===== src/rtl/daq_mode_controller_if.sv =====
// daq_mode_controller_if
// Bundles the USB-command side (mode requests, acquisition starts) and the
// DAQ-switcher side (gated start, completion, stop, mode select, status)
// of the DAQ-mode controller. The controller connects through the slave
// modport; whatever drives requests and models the switcher uses master.
interface daq_mode_controller_if;
    logic ModeRequest;
    logic ModeRequestValid;
    logic ModeRequestAck;
    logic ModeRequestErr;
    logic UsbAcqStart;
    logic GatedAcqStart;
    logic StartDropped;
    logic AllDone;
    logic StopRequest;
    logic DaqSelect;
    logic SwitchGuard;
    logic Busy;

    modport master (
        output ModeRequest, ModeRequestValid, UsbAcqStart, AllDone,
        input  ModeRequestAck, ModeRequestErr, GatedAcqStart, StartDropped,
        input  StopRequest, DaqSelect, SwitchGuard, Busy
    );

    modport slave (
        input  ModeRequest, ModeRequestValid, UsbAcqStart, AllDone,
        output ModeRequestAck, ModeRequestErr, GatedAcqStart, StartDropped,
        output StopRequest, DaqSelect, SwitchGuard, Busy
    );
endinterface


===== src/rtl/daq_mode_controller.sv =====
// daq_mode_controller
// Sole driver of DaqSelect for the AutoDaq/SlaveDaq switch. Mode changes
// are only made with no acquisition running, surrounded by GUARD_CYCLES
// idle cycles on each side of the select change. All outputs registered.
// Optional feature macro: DAQ_DRAIN_TIMEOUT_EN -- when defined, DRAIN gives
// up after DRAIN_TIMEOUT cycles with a ModeRequestErr pulse; otherwise DRAIN
// waits for AllDone indefinitely and ModeRequestErr stays low.
module daq_mode_controller #(
    parameter int unsigned GUARD_CYCLES  = 16,
    parameter int unsigned DRAIN_TIMEOUT = 65535
) (
    input  logic                        Clk,
    input  logic                        reset,
    daq_mode_controller_if.slave        daqIf
);

    typedef enum logic [2:0] {
        ST_IDLE       = 3'd0,
        ST_RUN        = 3'd1,
        ST_DRAIN      = 3'd2,
        ST_GUARD_PRE  = 3'd3,
        ST_GUARD_POST = 3'd4
    } state_t;

    localparam logic [15:0] GUARD_LAST = 16'(GUARD_CYCLES - 1);
`ifdef DAQ_DRAIN_TIMEOUT_EN
    localparam logic [15:0] DRAIN_LAST = 16'(DRAIN_TIMEOUT - 1);
`endif

    state_t      state_r,       nextState_s;
    logic [15:0] count_r,       countNext_s;
    logic        target_r,      nextTarget_s;
    logic        daqSelect_r,   selNext_s;
    logic        ack_r,         ackNext_s;
    logic        err_r,         errNext_s;
    logic        gated_r,       gatedNext_s;
    logic        dropped_r,     droppedNext_s;
    logic        stop_r,        stopNext_s;
    logic        guard_r,       guardNext_s;
    logic        busy_r,        busyNext_s;

    logic        guardDone_s;
    logic        drainExpired_s;
    logic        countEnable_s;
    logic        valid_s;
    logic        start_s;
    logic        done_s;
    logic        req_s;

    assign valid_s = daqIf.ModeRequestValid;
    assign start_s = daqIf.UsbAcqStart;
    assign done_s  = daqIf.AllDone;
    assign req_s   = daqIf.ModeRequest;

    // Last cycle of a guard phase: counter started at 0 on state entry.
    assign guardDone_s = (count_r >= GUARD_LAST);

`ifdef DAQ_DRAIN_TIMEOUT_EN
    assign drainExpired_s = (count_r >= DRAIN_LAST);
    assign countEnable_s  = (state_r == ST_GUARD_PRE) || (state_r == ST_GUARD_POST) ||
                            (state_r == ST_DRAIN);
`else
    assign drainExpired_s = 1'b0;
    assign countEnable_s  = (state_r == ST_GUARD_PRE) || (state_r == ST_GUARD_POST);
`endif

    // State register, shared phase counter, latched target and registered outputs.
    always_ff @(posedge Clk) begin
        if (reset) begin
            state_r     <= ST_IDLE;
            count_r     <= 16'd0;
            target_r    <= 1'b1;
            daqSelect_r <= 1'b1;
            ack_r       <= 1'b0;
            err_r       <= 1'b0;
            gated_r     <= 1'b0;
            dropped_r   <= 1'b0;
            stop_r      <= 1'b0;
            guard_r     <= 1'b0;
            busy_r      <= 1'b0;
        end else begin
            state_r     <= nextState_s;
            count_r     <= countNext_s;
            target_r    <= nextTarget_s;
            daqSelect_r <= selNext_s;
            ack_r       <= ackNext_s;
            err_r       <= errNext_s;
            gated_r     <= gatedNext_s;
            dropped_r   <= droppedNext_s;
            stop_r      <= stopNext_s;
            guard_r     <= guardNext_s;
            busy_r      <= busyNext_s;
        end
    end

    // Next state, next counter value and the effective (possibly overwritten) target.
    always_comb begin
        nextState_s  = state_r;
        nextTarget_s = valid_s ? req_s : target_r;
        case (state_r)
            ST_IDLE: begin
                if (valid_s) begin
                    nextState_s = (req_s != daqSelect_r) ? ST_GUARD_PRE : ST_IDLE;
                end else if (start_s) begin
                    nextState_s = ST_RUN;
                end else begin
                    nextState_s = ST_IDLE;
                end
            end
            ST_RUN: begin
                // A request arriving with AllDone needs no drain: the run is already over.
                if (done_s) begin
                    if (valid_s && (req_s != daqSelect_r)) begin
                        nextState_s = ST_GUARD_PRE;
                    end else begin
                        nextState_s = ST_IDLE;
                    end
                end else if (valid_s) begin
                    nextState_s = ST_DRAIN;
                end else begin
                    nextState_s = ST_RUN;
                end
            end
            ST_DRAIN: begin
                if (done_s) begin
                    nextState_s = (nextTarget_s != daqSelect_r) ? ST_GUARD_PRE : ST_IDLE;
                end else if (drainExpired_s) begin
                    nextState_s = ST_IDLE;
                end else begin
                    nextState_s = ST_DRAIN;
                end
            end
            ST_GUARD_PRE: begin
                nextState_s = guardDone_s ? ST_GUARD_POST : ST_GUARD_PRE;
            end
            ST_GUARD_POST: begin
                if (valid_s && (req_s != daqSelect_r)) begin
                    nextState_s = ST_GUARD_PRE;
                end else if (guardDone_s) begin
                    nextState_s = ST_IDLE;
                end else begin
                    nextState_s = ST_GUARD_POST;
                end
            end
            default: begin
                nextState_s = ST_IDLE;
            end
        endcase

        // Cleared on every state entry, saturating otherwise.
        if ((nextState_s != state_r) || !countEnable_s) begin
            countNext_s = 16'd0;
        end else if (count_r == 16'hFFFF) begin
            countNext_s = count_r;
        end else begin
            countNext_s = count_r + 16'd1;
        end
    end

    // Next values of all registered outputs, derived from the transition taken.
    always_comb begin
        ackNext_s     = 1'b0;
        errNext_s     = 1'b0;
        gatedNext_s   = 1'b0;
        droppedNext_s = 1'b0;
        selNext_s     = daqSelect_r;
        stopNext_s    = (nextState_s == ST_DRAIN);
        guardNext_s   = (nextState_s == ST_GUARD_PRE) || (nextState_s == ST_GUARD_POST);
        busyNext_s    = (nextState_s != ST_IDLE);
        case (state_r)
            ST_IDLE: begin
                if (valid_s) begin
                    ackNext_s     = (req_s == daqSelect_r);
                    droppedNext_s = start_s;
                end else begin
                    gatedNext_s   = start_s;
                end
            end
            ST_RUN: begin
                droppedNext_s = start_s;
                ackNext_s     = done_s && valid_s && (req_s == daqSelect_r);
            end
            ST_DRAIN: begin
                droppedNext_s = start_s;
                if (done_s) begin
                    ackNext_s = (nextTarget_s == daqSelect_r);
                end else begin
                    errNext_s = drainExpired_s;
                end
            end
            ST_GUARD_PRE: begin
                droppedNext_s = start_s;
                if (guardDone_s) begin
                    selNext_s = nextTarget_s;
                end else begin
                    selNext_s = daqSelect_r;
                end
            end
            ST_GUARD_POST: begin
                droppedNext_s = start_s;
                ackNext_s     = (nextState_s == ST_IDLE);
            end
            default: begin
                ackNext_s = 1'b0;
            end
        endcase
    end

    assign daqIf.ModeRequestAck = ack_r;
    assign daqIf.ModeRequestErr = err_r;
    assign daqIf.GatedAcqStart  = gated_r;
    assign daqIf.StartDropped   = dropped_r;
    assign daqIf.StopRequest    = stop_r;
    assign daqIf.DaqSelect      = daqSelect_r;
    assign daqIf.SwitchGuard    = guard_r;
    assign daqIf.Busy           = busy_r;

endmodule


===== src/flat_wrapper.sv =====
// flat-port wrapper written by rule: the top's interface ports become plain ports
module daq_mode_controller_flat 
#(
    parameter int unsigned GUARD_CYCLES  = 16,
    parameter int unsigned DRAIN_TIMEOUT = 65535
)
  (Clk, reset, daqIf_ModeRequest, daqIf_ModeRequestValid, daqIf_UsbAcqStart, daqIf_AllDone, daqIf_ModeRequestAck, daqIf_ModeRequestErr, daqIf_GatedAcqStart, daqIf_StartDropped, daqIf_StopRequest, daqIf_DaqSelect, daqIf_SwitchGuard, daqIf_Busy);
  daq_mode_controller_if daqIf_i ();
  input  logic Clk;
  input  logic reset;
  input wire logic [$bits(daqIf_i.ModeRequest)-1:0] daqIf_ModeRequest;
  input wire logic [$bits(daqIf_i.ModeRequestValid)-1:0] daqIf_ModeRequestValid;
  input wire logic [$bits(daqIf_i.UsbAcqStart)-1:0] daqIf_UsbAcqStart;
  input wire logic [$bits(daqIf_i.AllDone)-1:0] daqIf_AllDone;
  output wire logic [$bits(daqIf_i.ModeRequestAck)-1:0] daqIf_ModeRequestAck;
  output wire logic [$bits(daqIf_i.ModeRequestErr)-1:0] daqIf_ModeRequestErr;
  output wire logic [$bits(daqIf_i.GatedAcqStart)-1:0] daqIf_GatedAcqStart;
  output wire logic [$bits(daqIf_i.StartDropped)-1:0] daqIf_StartDropped;
  output wire logic [$bits(daqIf_i.StopRequest)-1:0] daqIf_StopRequest;
  output wire logic [$bits(daqIf_i.DaqSelect)-1:0] daqIf_DaqSelect;
  output wire logic [$bits(daqIf_i.SwitchGuard)-1:0] daqIf_SwitchGuard;
  output wire logic [$bits(daqIf_i.Busy)-1:0] daqIf_Busy;
  assign daqIf_i.ModeRequest = daqIf_ModeRequest;
  assign daqIf_i.ModeRequestValid = daqIf_ModeRequestValid;
  assign daqIf_i.UsbAcqStart = daqIf_UsbAcqStart;
  assign daqIf_i.AllDone = daqIf_AllDone;
  assign daqIf_ModeRequestAck = daqIf_i.ModeRequestAck;
  assign daqIf_ModeRequestErr = daqIf_i.ModeRequestErr;
  assign daqIf_GatedAcqStart = daqIf_i.GatedAcqStart;
  assign daqIf_StartDropped = daqIf_i.StartDropped;
  assign daqIf_StopRequest = daqIf_i.StopRequest;
  assign daqIf_DaqSelect = daqIf_i.DaqSelect;
  assign daqIf_SwitchGuard = daqIf_i.SwitchGuard;
  assign daqIf_Busy = daqIf_i.Busy;
  daq_mode_controller #(.GUARD_CYCLES(GUARD_CYCLES), .DRAIN_TIMEOUT(DRAIN_TIMEOUT)) u_core (.Clk(Clk), .reset(reset), .daqIf(daqIf_i));
endmodule

===== config.mk =====
export PLATFORM = sky130hd
export DESIGN_NAME = daq_mode_controller_flat
export DESIGN_NICKNAME = d
export VERILOG_FILES = /design/src/rtl/daq_mode_controller_if.sv /design/src/rtl/daq_mode_controller.sv /design/src/flat_wrapper.sv
export SDC_FILE = /design/constraint.sdc
export NUM_CORES = 1
export LEC_CHECK = 0
export BUFFER_PORTS_ARGS = -buffer_cell sky130_fd_sc_hd__buf_2
export CORE_MARGIN = 4
export CORE_UTILIZATION = 35
export DETAILED_ROUTE_END_ITERATION = 16
export HOLD_SLACK_MARGIN = 0.08
export PLACE_DENSITY_LB_ADDON = 0.3
export SLEW_MARGIN = 40
export SYNTH_ARGS = -nofsm -noshare
export SYNTH_HDL_FRONTEND = slang
export SYNTH_SLANG_ARGS = --single-unit

===== constraint.sdc =====
create_clock -name Clk -period 1.4 [get_ports Clk]
set_input_delay 0.14 -clock Clk [delete_from_list [all_inputs] [get_ports Clk]]
set_output_delay 0.14 -clock Clk [all_outputs]
set_load 0.005 [all_outputs]

# Word level (Yosys, flattened, before mapping)
# Index checks and enable logic that the tools add are counted.
[op_classes] magnitude_cmp=1 eq_ne=13 n_reduce_logical=14 n_bitwise=1 addsub=1 mux=18
[op_table] cell="2-to-1 mux 3 bit" count=6
[op_table] cell="adder 16 x 1 -> 16 bit (second input constant)" count=1
[op_table] cell="== test 16 bit (second input constant)" count=1
[op_table] cell=">= comparator 16 x 4 -> 1 bit (second input constant)" count=1
[op_table] cell="one-hot mux 3 bit (5 select lines)" count=1
[op_table] cell="== test 3 x 2 -> 1 bit (second input constant)" count=4
[op_table] cell="2-to-1 mux 2 bit" count=4
[op_table] cell="== test 3 bit (second input constant)" count=2
[op_table] cell="zero test 3 bit" count=2
[op_table] cell="2-to-1 mux 1 bit" count=5
[op_table] cell="one-hot mux 1 bit (4 select lines)" count=1
[op_table] cell="OR reduction 4 bit" count=1
[op_table] cell="== test 3 x 1 -> 1 bit (second input constant)" count=1
[op_table] cell="logical AND 1 bit" count=3
[op_table] cell="logical OR 1 bit" count=3
[op_table] cell="!= test 3 bit" count=1
[op_table] cell="nonzero test 3 bit" count=1
[op_table] cell="OR reduction 3 bit" count=1
[op_table] cell="== test 1 bit" count=2
[op_table] cell="!= test 1 bit" count=2
[op_table] cell="one-hot mux 1 bit (2 select lines)" count=1
[op_table] cell="AND reduction 2 bit" count=1
[op_table] cell="OR reduction 2 bit" count=1
[op_table] cell="zero test 1 bit" count=1
[op_table] cell="inverter 1 bit" count=1
[totals] regBits=27 elab_cells=58

# Depth between registers and ports, before layout
# Gate-level depths: netlist of the first run.
[logic_depth] word_depth=8 depth_mapped=6 depth_no_buf=6

# Worst setup path after synthesis of the first run
# Ideal clock, no wire load.
[synth_timing] kind="register -> register" startpoint="reg u_core.daqSelect_r (netlist: u_core.daqIf.DaqSelect)" endpoint="reg u_core.busy_r (netlist: u_core.daqIf.Busy)" arrival_time_ps=1412 synth_period_minus_slack_ps=1487 required_time_ps=1326 n_path_buf=0 path_stages_with_launch=6 slack_ps=-87 path_cell_list="dfxtp_1 -> xor2_1 -> a2111oi_1 -> nand2b_1 -> o311a_1 -> a31oi_1"
[synth_between] elab_chain_cells=6 word_cells_on_any_way=12 classes_between="eq/ne: 2; mux: 8; reduce/logical: 2"
[synth_rtl] element="start: declaration" line="daq_mode_controller.sv:33" text="logic daqSelect_r, selNext_s;"
[synth_rtl] element="start signal: assignment" line="daq_mode_controller.sv:85" text="daqSelect_r <= selNext_s;"
[synth_rtl] element="!= test 1 bit" line="daq_mode_controller.sv:103, daq_mode_controller.sv:113, daq_mode_controller.sv:137"
[synth_rtl] element="logical AND 1 bit" line="daq_mode_controller.sv:113, daq_mode_controller.sv:137"
[synth_rtl] element="2-to-1 mux 2 bit" line="daq_mode_controller.sv:113" text="if (valid_s && (req_s != daqSelect_r)) begin"
[synth_rtl] element="2-to-1 mux 3 bit" line="daq_mode_controller.sv:112" text="if (done_s) begin"
[synth_rtl] element="one-hot mux 3 bit (5 select lines) (*)" line="daq_mode_controller.sv:100" text="case (state_r)"
[synth_rtl] element="nonzero test 3 bit (*)" line="daq_mode_controller.sv:169" text="busyNext_s = (nextState_s != ST_IDLE);"
[synth_rtl] element="end signal: assignment" line="daq_mode_controller.sv:92" text="busy_r <= busyNext_s;"
[synth_rtl] element="end: declaration" line="daq_mode_controller.sv:40" text="logic busy_r, busyNext_s;"
# Every way passes the cells marked *; elsewhere a longest branch is shown, timed or not.
# A chain may end at the register's enable or synchronous reset.

# Final worst setup path of the first run
[layout_timing] startpoint="reg u_core.daqSelect_r (netlist: u_core.daqIf.DaqSelect)" endpoint="reg u_core.state_r[0]"
[layout_between] elab_chain_cells=5 word_cells_on_any_way=11 classes_between="eq/ne: 2; mux: 8; reduce/logical: 1"
[layout_rtl] element="!= test 1 bit" line="daq_mode_controller.sv:103, daq_mode_controller.sv:113, daq_mode_controller.sv:137"
[layout_rtl] element="logical AND 1 bit" line="daq_mode_controller.sv:113, daq_mode_controller.sv:137"
[layout_rtl] element="2-to-1 mux 2 bit" line="daq_mode_controller.sv:113"
[layout_rtl] element="2-to-1 mux 3 bit" line="daq_mode_controller.sv:112"
[layout_rtl] element="one-hot mux 3 bit (5 select lines) (*)" line="daq_mode_controller.sv:100"
[layout_rtl] element="end signal: assignment" line="daq_mode_controller.sv:82" text="state_r <= nextState_s;"
[layout_rtl] element="end: declaration" line="daq_mode_controller.sv:30" text="state_t state_r, nextState_s;"
# Marks and branches as above.

==> results of run 1 <==
## report_power, final
group          total, mW  internal (mW)  switching (mW)  leakage (nW)
Combinational      0.211          0.107           0.104         0.397
Clock              0.350          0.117           0.233        0.0183
Sequential         0.850          0.813          0.0371         0.225
Total               1.41           1.04           0.374         0.641
## cell usage in the layout (no fill, tap or decap), types with 3 or more instances in the layout
cell      synthesis  layout
dfxtp_2           0       9
nand2_1           5       4
nor2_1           13      12
buf_4             1      18
buf_2             0      12
clkbuf_4          0       3
dfxtp_1          27      17
nand4_1           7       7
conb_1            1      13
a21oi_2           0       3
nor4_4            0       3
a21oi_1           8       5
## state kept, by name, summed over array words and instances, names as in the netlist
| register | cells |
|---|---|
| u_core.daqIf.ModeRequestAck | 1 |
| u_core.daqIf.StartDropped | 1 |
| u_core.daqIf.Busy | 1 |
| u_core.state_r | 3 |
| u_core.count_r | 16 |
| u_core.target_r | 1 |
| u_core.daqIf.SwitchGuard | 1 |
| u_core.daqIf.StopRequest | 1 |
| u_core.daqIf.GatedAcqStart | 1 |
| u_core.daqIf.DaqSelect | 1 |
## worst max-delay path, stage by stage (launching register included)
cell     delay [ns]
dfxtp_4        0.39
buf_4          0.14
xor2_1         0.16
or4_1          0.48
nand4_1        0.14
and2b_1        0.13
## synthesized netlist by cell type, types with 2 or more instances
library cell  count
nand2b_1          3
xor2_1            3
mux2i_1           2
o21ai_0           2
nand4_1           7
dfxtp_1          27
a21oi_1           8
and2b_1           2
inv_1             3
nand3_1           3
xnor2_1           2
nor2_1           13
nand2_1           5
nor4_1            3
## logic make-up (layout without fill, tap and decap cells)
group                      count (synthesis)  in the layout
and+or+nand+nor                           46             46
DFF                                       27             27
AOI/OAI and AO/OA                         18             18
buffers and inverters                      6             39
xor gates and xnor gates                   5              5
muxes                                      2              2
adders and majority gates                  1              1
other                                      1             13
## layer usage
| layer | track usage, % | wire length [um] | up-vias |
|---|---|---|---|
| li1 | - | - | 454 |
| met1 | 12.98 | 917 | 387 |
| met2 | 20.77 | 1114 | 15 |
| met3 | 4.856 | 105 | 5 |
| met4 | 4.959 | 34 | 0 |
| met5 | 0 | 0 | - |
## what timing repair did
| action | CTS | global route |
|---|---|---|
| hold buffers | 2 | 0 |
| pin swaps | 3 | 15 |
| resized for setup | 10 | 23 |
| endpoints found under the setup margin | 11 | 12 |
| buffers inserted | 2 | 3 |
| hold endpoints to repair | 4 | 0 |
## area by class of cell
cell class,instances,area (um^2)
multi-input cells,85,646.9
flip-flops and latches,27,555.5
repair buffers,32,215.2
well taps,31,38.79
fillers,262,1306
clock buffers,3,22.52
inverters,3,11.26
clock inverters,1,8.758
## worst paths after layout
check	startpoint	slack, ns	to
setup / recovery	u_core.daqIf.DaqSelect	-0.09	u_core.state_r[0]
hold / removal	daqIf_ModeRequestValid	0.22	u_core.target_r
setup reg to reg	u_core.daqIf.DaqSelect	-0.09	u_core.state_r[0]
hold reg to reg	u_core.count_r[3]	0.59	u_core.count_r[3]
## through the flow
| step | total power [mW] | std cells | hold slack, ns | setup WS [ns] | area [um^2] |
|---|---|---|---|---|---|
| 4_1_cts | 1.415 | 179 | 0.2068 | -0.06852 | 1391 |
| 6_report | 1.411 | 182 | 0.2211 | -0.08661 | 1499 |
| 5_1_grt | 1.497 | 182 | 0.2376 | -0.1526 | 1499 |
| 2_1_floorplan | 0.9632 | 118 | 0.2538 | 0.03085 | 1109 |
| 3_5_place_dp | 1.031 | 171 | 0.3853 | -0.09009 | 1272 |
| 3_3_place_gp | 1.031 | 171 | 0.3807 | -0.05901 | 1272 |
==> results.json, run 1 <==
{
  "synth_top_family_by_area": "simple AND/OR/NAND/NOR gates",
  "synth_cells": 106,
  "powerDensity_mw_per_mm2": 941.5,
  "synth_seq_cells": 27,
  "die_y_um": 62.47,
  "coreArea_mm2": 0.002805,
  "drc_errors": 0,
  "clockBufferDepth": 2,
  "antenna_found_initial": 0,
  "grt.total_usage_pct": 12.03,
  "grt_pass1_vias": 873,
  "vias": 861,
  "crit_path_end_kind": "register",
  "clock_latency_ns": 0.33,
  "viasPerCell": 4.731,
  "setup_viol": 6,
  "final_layout_size_suffix_gt1_share_pct": 45.03,
  "violations": "negative setup slack",
  "synthMuxAreaShare_pct": 1.928,
  "reg2reg_depth": 5,
  "fin_crit_sh_pct": 106.2,
  "slew_violations": 0,
  "gp_congestion": 0.8870,
  "die_w_um": 62.47,
  "cp-start-kind": "register",
  "cts_buffers": 3,
  "wl_per_cell_um": 11.93,
  "worst_ep_required_time_ns": 1.68,
  "finalHoldViolations": 0,
  "avgSynthCellArea_um2": 9.797,
  "post-dp-hpwl_mm": 1.565,
  "io_buffers": 12,
  "htreeDepth": 1,
  "antennaDiodeCount": 0,
  "fin_nets": 159,
  "initial_core_util_pct": 37.02,
  "synth-main-ff-cell": "dfxtp_1",
  "synth-simple-area-share_pct": 24.82,
  "status": "finished, violations left",
  "layout_setup_ws_ns": -0.08661,
  "path_clk_slew_ns": 0.15,
  "rows": 19,
  "arrival_ns": 1.77,
  "io_pins": 14,
  "leakagePower_nw": 0.6410,
  "min_path_cells": 4,
  "grt_max_degree": 18,
  "synth_compound_area_share_pct": 11.20,
  "yosys_warnings": 0,
  "fin_util_pct": 53.43,
  "overflow": 0,
  "ys_types": 37,
  "min_period_ns": 1.487,
  "syn_to_final_growth_pct": 44.34,
  "cts_sinks": 27,
  "synth_edf_count": 0,
  "antenna_left": 0,
  "grt_pass1_wl_mm": 3.746,
  "cts_tree": "yes",
  "worstPathMaxFanout": 3,
  "drt_wl_total_mm": 2.171,
  "drt_first_iter_violations": 25,
  "cap_violations": 0,
  "peakVddDrop_mv": 0.7617,
  "skew_ns": 0.005963,
  "drt-pass1-iter-count": 3,
  "synth_top_area_share_pct": 52.05,
  "rsz0062_at_grt": "yes",
  "synth_area_mm2": 0.001038,
  "critPathKind": "register to register",
  "synthTopCellsByArea": "dfxtp_1 52%, nor2_1 4.7%, nand4_1 4.2%",
  "synthAdderAreaFrac_pct": 1.205,
  "hold_path.class": "primary input to register",
  "root_buffer": "clkbuf_4",
  "async_reset_ff_share_pct": 0,
  "tns_ns": -0.2197,
  "clock.fmax_ghz": 0.6727,
  "yosysSeqAreaShare_pct": 52.05,
  "synth_xor_area_share_pct": 4.217,
  "die-area_mm2": 0.003903,
  "synth.largest_area_cell": "dfxtp_1"
}
Power figures use the tool's default switching activity.
==> run 2: changes to the inputs <==
==> constraint.sdc (replaced) <==
create_clock -name Clk -period 1.4 [get_ports Clk]
set_input_delay 0.14 -clock Clk [delete_from_list [all_inputs] [get_ports Clk]]
set_output_delay 0.14 -clock Clk [all_outputs]
set_load 0.05 [all_outputs]
==> run 2 against run 1 <==
  * The run still ends with negative setup slack left
  * Setup slack better by 0.0051 ns
  * Die area stayed put
  * Design area is 1.2% lower
  * Sequential power is 0.5% lower
  * Hold slack worse by 0.099 ns
  * Cell count is 1.6% lower
  * Routed wire length is 0.46% higher
  * Combinational power is 27% higher
  * First-iteration DRC count is 24% lower
  * Global-route usage is 1.1 points lower
==> results.json, run 2 (same netlist as run 1, synthesis figures left out) <==
{
  "status": "finished, violations left",
  "violations": "negative setup slack",
  "p_switching_mw": 0.4231,
  "drt_first_iter_violations": 19,
  "grt.total_usage_pct": 10.98,
  "slew_violations": 0,
  "antenna_left": 0,
  "clock.fmax_ghz": 0.6750,
  "p_int_mw": 1.024,
  "largest_reg_flops": 16,
  "worstPathMaxFanout": 5,
  "largest_register": "u_core.count_r",
  "path_cells": "nor2b_2 -> a21oi_2 -> o21a_1 -> o311a_1 -> a31oi_1",
  "finalHoldViolations": 0,
  "placedCellCount": 170,
  "hold_path.class": "primary input to register",
  "cp_slowest_cell": "dfxtp_1",
  "post-dp-hpwl_mm": 1.468,
  "cts_tree": "yes",
  "syn_to_final_growth_pct": 42.65,
  "cts_sinks": 27,
  "p_seq_share_pct": 58.5,
  "skew_ns": 0.002057,
  "crit_path_end_kind": "register",
  "coreArea_mm2": 0.002805,
  "cts_buffers": 3,
  "drt_wl_total_mm": 2.181,
  "clock_latency_ns": 0.32,
  "peakVddDrop_mv": 0.6653,
  "fin_util_pct": 52.81,
  "critPathKind": "register to register",
  "vias": 866,
  "die-area_mm2": 0.003903,
  "met2WireLength_mm": 1.137,
  "viasPerCell": 4.838,
  "topRoutingLayerUsed": "met4",
  "die_y_um": 62.47,
  "wl_met3_um": 97,
  "io_pins": 14,
  "final_cell_mix": "22 x dfxtp_1, 15 x buf_4, 13 x conb_1",
  "rsz0062_at_grt": "yes",
  "root_buffer": "clkbuf_4",
  "leakagePower_nw": 0.6098,
  "setup_viol": 6,
  "layout_setup_ws_ns": -0.08148,
  "final_layout_size_suffix_gt1_share_pct": 40.54,
  "worst_ep_required_time_ns": 1.66,
  "grt_pass1_wl_mm": 3.491,
  "clockPowerShare_pct": 23.0,
  "antennaDiodeCount": 0,
  "antenna_found_initial": 0,
  "arrival_ns": 1.75,
  "sw_frac_of_total_pct": 29.23,
  "fin_nets": 156,
  "wl_per_cell_um": 12.18,
  "htreeDepth": 1,
  "reg.largest.list": "u_core.count_r x16, u_core.state_r x3",
  "path_clk_slew_ns": 0.14,
  "die_w_um": 62.47,
  "grt_pass1_vias": 796,
  "wl_met1_um": 924,
  "min_period_ns": 1.481,
  "final_common_cell": "dfxtp_1",
  "cap_violations": 0,
  "drt-pass1-iter-count": 4,
  "slowest_delay_ns": 0.41,
  "fin_crit_sh_pct": 105.8,
  "drc_errors": 0,
  "tns_ns": -0.2693,
  "cp-start-kind": "register",
  "rows": 19,
  "initial_core_util_pct": 37.02,
  "comb_power_share_pct": 18.5,
  "grt_max_degree": 17,
  "gp_congestion": 0.7716,
  "overflow": 0,
  "power_mw": 1.447,
  "fin_cells": 179,
  "powerDensity_mw_per_mm2": 977.0,
  "io_buffers": 12,
  "detailedPlace.worstSlack_ns": -0.08307,
  "clockBufferDepth": 2
}
==> run 2: changes by cell type in the layout (fill, tap and decap cells not counted), sizes merged <==
cell	before	now
inv	4	3
clkinvlp	0	1
buf	30	28
dlygate4sd3	2	1
==> run 2: routing by layer <==
layer / GRT usage (%) / vias up
li1: - / 450
met1: 12.87 / 397
met2: 18.24 / 15
met3: 4.496 / 4
met4: 3.306 / 0
met5: 0 / -
==> run 2: area by class of cell <==
type | instances | area [um^2]
timing repair buffer | 29 | 193.9
inverter | 3 | 11.26
multi-input combinational | 85 | 658.1
clock inverter | 1 | 7.507
sequential | 27 | 549.3
fill | 269 | 1324
clock buffer | 3 | 22.52
tap | 31 | 38.79
==> run 2: critical path, delay by kind of cell (launching register included) <==
family | cells | cell delay, ns
compound gates | 4 | 0.74
flops | 1 | 0.41
simple gates | 1 | 0.26
==> run 2: final timing paths <==
| kind | slack, ns | to | cells after the start | from |
|---|---|---|---|---|
| max | -0.08 | u_core.daqIf.Busy | 5 | u_core.state_r[1] |
| min | 0.12 | u_core.state_r[1] | 2 | reset |
| max reg2reg | -0.08 | u_core.daqIf.Busy | 5 | u_core.state_r[1] |
| min reg2reg | 0.60 | u_core.count_r[2] | 2 | u_core.count_r[2] |
==> run 2: power groups by stage <==
| stage | Sequential, mW | Clock (mW) | Combinational [mW] |
|---|---|---|---|
| after global routing | 0.853 | 0.382 | 0.292 |
| after global placement | 0.853 | 0 | 0.233 |
| after detailed placement | 0.854 | 0 | 0.234 |
| after CTS | 0.841 | 0.346 | 0.247 |
| final | 0.846 | 0.333 | 0.268 |
| after floorplan | 0.902 | 0 | 0.121 |
==> run 2: through the flow <==
step,hold slack (ns),instance area [um^2]
4_1_cts,0.1013,1373
2_1_floorplan,0.2538,1122
3_5_place_dp,0.3853,1279
6_report,0.1221,1481
5_1_grt,0.1239,1481
3_3_place_gp,0.3802,1279
==> run 2: repair_timing <==
action	CTS	global route
setup endpoints to repair	8	12
gates resized for setup	11	17
pin swaps	1	13
hold buffers	1	0
hold endpoints to repair	2	0
buffers inserted	0	4
==> run 3: changes to the inputs <==
--- a/config.mk
+++ b/config.mk
@@ -8,6 +8,7 @@
 export BUFFER_PORTS_ARGS = -buffer_cell sky130_fd_sc_hd__buf_2
 export CORE_MARGIN = 4
 export CORE_UTILIZATION = 35
+export CTS_BUF_LIST = sky130_fd_sc_hd__clkbuf_4 sky130_fd_sc_hd__clkbuf_8
 export DETAILED_ROUTE_END_ITERATION = 16
 export HOLD_SLACK_MARGIN = 0.08
 export PLACE_DENSITY_LB_ADDON = 0.3
==> constraint.sdc (replaced) <==
create_clock -name Clk -period 1.82 [get_ports Clk]
set_input_delay 0.182 -clock Clk [delete_from_list [all_inputs] [get_ports Clk]]
set_output_delay 0.182 -clock Clk [all_outputs]
set_load 0.05 [all_outputs]
==> run 3 against run 2 <==
  * The flow now finishes without violations
  * Core utilization is 10 points lower
  * Setup slack better by 0.23 ns
  * Clock skew increased by 0.0015 ns
  * Hold slack better by 0.031 ns
  * Critical path depth is 1 higher
  * Design area shrank 19%
  * Clock power is 23% lower
  * Power shrank 27%
  * Sequential power down 24%
  * Sequential cell count unchanged
  * Clock-buffer cell count increased by 1
  * First-iteration DRC count up 120%
==> results.json, run 3 (same netlist as run 1, synthesis figures left out) <==
{
  "status": "finished, final reports clean",
  "rows": 19,
  "p_seq_share_pct": 60.9,
  "arrival_ns": 1.88,
  "comb_power_share_pct": 14.8,
  "io_pins": 14,
  "worstMarginPinSlew_ns": 0.4910,
  "fin_crit_sh_pct": 92.00,
  "grt_max_degree": 15,
  "skew_ns": 0.003553,
  "crit_end": "u_core.count_r[2]",
  "largest_reg_flops": 16,
  "fin_nets": 140,
  "r2r_end": "u_core.count_r[2]",
  "finalHoldViolations": 0,
  "crit_path_end_kind": "register",
  "final_layout_size_suffix_gt1_share_pct": 18.18,
  "drt_wl_total_mm": 1.936,
  "antenna_left": 0,
  "clock_latency_ns": 0.31,
  "powerDensity_mw_per_mm2": 885.9,
  "wl_per_cell_um": 11.88,
  "io_buffers": 12,
  "drt_first_iter_violations": 41,
  "setup_viol": 0,
  "syn_to_final_growth_pct": 15.18,
  "grt.total_usage_pct": 9.626,
  "max-slew-margin-rel_pct": 67.00,
  "hold-worst-slack_ns": 0.1529,
  "clock.fmax_ghz": 0.5972,
  "overflow": 0,
  "cts_setup_buffers": 0,
  "p_int_mw": 0.7731,
  "die-area_mm2": 0.003903,
  "antenna_found_initial": 0,
  "die_y_um": 62.47,
  "path_clk_slew_ns": 0.13,
  "cap_violations": 0,
  "cts_buffers": 3,
  "grt_pass1_wl_mm": 3.139,
  "peakVddDrop_mv": 0.4853,
  "final_cell_mix": "26 x dfxtp_1, 13 x nor2_1, 13 x conb_1",
  "cp-start-kind": "register",
  "grt_pass1_vias": 740,
  "vias": 829,
  "die_w_um": 62.47,
  "reg.largest.list": "u_core.count_r x16, u_core.state_r x3",
  "worst_ep_required_time_ns": 2.02,
  "initial_core_util_pct": 37.02,
  "seqCellArea_um2": 541.8,
  "slew_violations": 0,
  "layout_setup_ws_ns": 0.1456,
  "fin_util_pct": 42.64,
  "cts_tree": "yes",
  "drc_errors": 0,
  "cts_sinks": 27,
  "tns_ns": 0,
  "critPathKind": "register to register",
  "hold_path.class": "primary input to register",
  "viasPerCell": 5.086,
  "htreeDepth": 1,
  "clockBufferDepth": 2,
  "r2r-start": "u_core.count_r[0]",
  "largest_register": "u_core.count_r",
  "fin_cells": 163,
  "drt-pass1-iter-count": 4,
  "antennaDiodeCount": 0,
  "min_period_ns": 1.674,
  "clockPowerShare_pct": 24.2,
  "worstPathMaxFanout": 4,
  "final_common_cell": "dfxtp_1",
  "p_switching_mw": 0.2865,
  "reg2reg_depth": 6,
  "multi_input_area_um2": 504.2,
  "detailedPlace.worstSlack_ns": 0.1231,
  "gp_congestion": 0.8021,
  "rrSetupSlack_ns": 0.15,
  "rsz0062_at_grt": "no",
  "placedCellCount": 158,
  "crit_start": "u_core.count_r[0]",
  "root_buffer": "clkbuf_4",
  "fillers": 281,
  "leakagePower_nw": 0.4988,
  "post-dp-hpwl_mm": 1.468,
  "coreArea_mm2": 0.002805,
  "sw_frac_of_total_pct": 27.04
}
## run 3: cell count changes in the layout (fill, tap and decap cells not counted), sizes merged
cell / previous run / this run
buf: 28 / 12
clkbuf: 3 / 4
clkinvlp: 1 / 0
## run 3: what timing repair did
action | CTS | global route
setup endpoints to repair | 0 | 5
gates resized for setup | 0 | 1
hold endpoints to repair | 1 | 0
hold buffers | 1 | 0
## run 3: metal layers
metal | GRT usage (%) | vias up | routed length [um]
met5 | 0 | - | 0
met4 | 3.306 | 0 | 15
met3 | 2.878 | 2 | 93
met2 | 17.18 | 17 | 1035
met1 | 10.80 | 392 | 792
li1 | - | 418 | -
## run 3: final cells by class
cell class              count  area share, %
repair buffers             13          5.858
multi-input cells          85          42.15
inverters                   3         0.9414
well taps                  31          3.243
clock buffers               4          2.510
flip-flops and latches     27          45.29
## run 3: power by group through the flow
stage	logic [mW]	clock network, mW	registers (mW)
floorplan	0.0875	0	0.694
global placement	0.151	0	0.657
detailed placement	0.153	0	0.658
CTS	0.155	0.271	0.645
global route	0.171	0.298	0.650
finish	0.157	0.257	0.646
## run 3: how the worst min path moves through the flow
stage,from,endpoint,slack [ns],depth (start not counted)
finish,reset,u_core.daqIf.ModeRequestAck,0.15,2
global route,reset,u_core.daqIf.SwitchGuard,0.13,2
CTS,reset,u_core.state_r[1],0.14,2
detailed placement,daqIf_UsbAcqStart,u_core.daqIf.StartDropped,0.43,3
global placement,daqIf_UsbAcqStart,u_core.daqIf.StartDropped,0.43,3
floorplan,daqIf_UsbAcqStart,u_core.daqIf.StartDropped,0.30,2
## run 3: critical path: stages, from the launching register on
cell     delay [ns]
dfxtp_1        0.40
ha_1           0.19
nand3_1        0.11
nor4_2         0.51
nor2b_1        0.14
xnor2_1        0.17
nor2_1         0.05
## run 3: metrics by stage
stage	total power, mW	instance area (um^2)
6_report	1.060	1196
5_1_grt	1.119	1196
4_1_cts	1.071	1191
3_5_place_dp	0.8113	1151
3_3_place_gp	0.8079	1151
2_1_floorplan	0.7811	1085
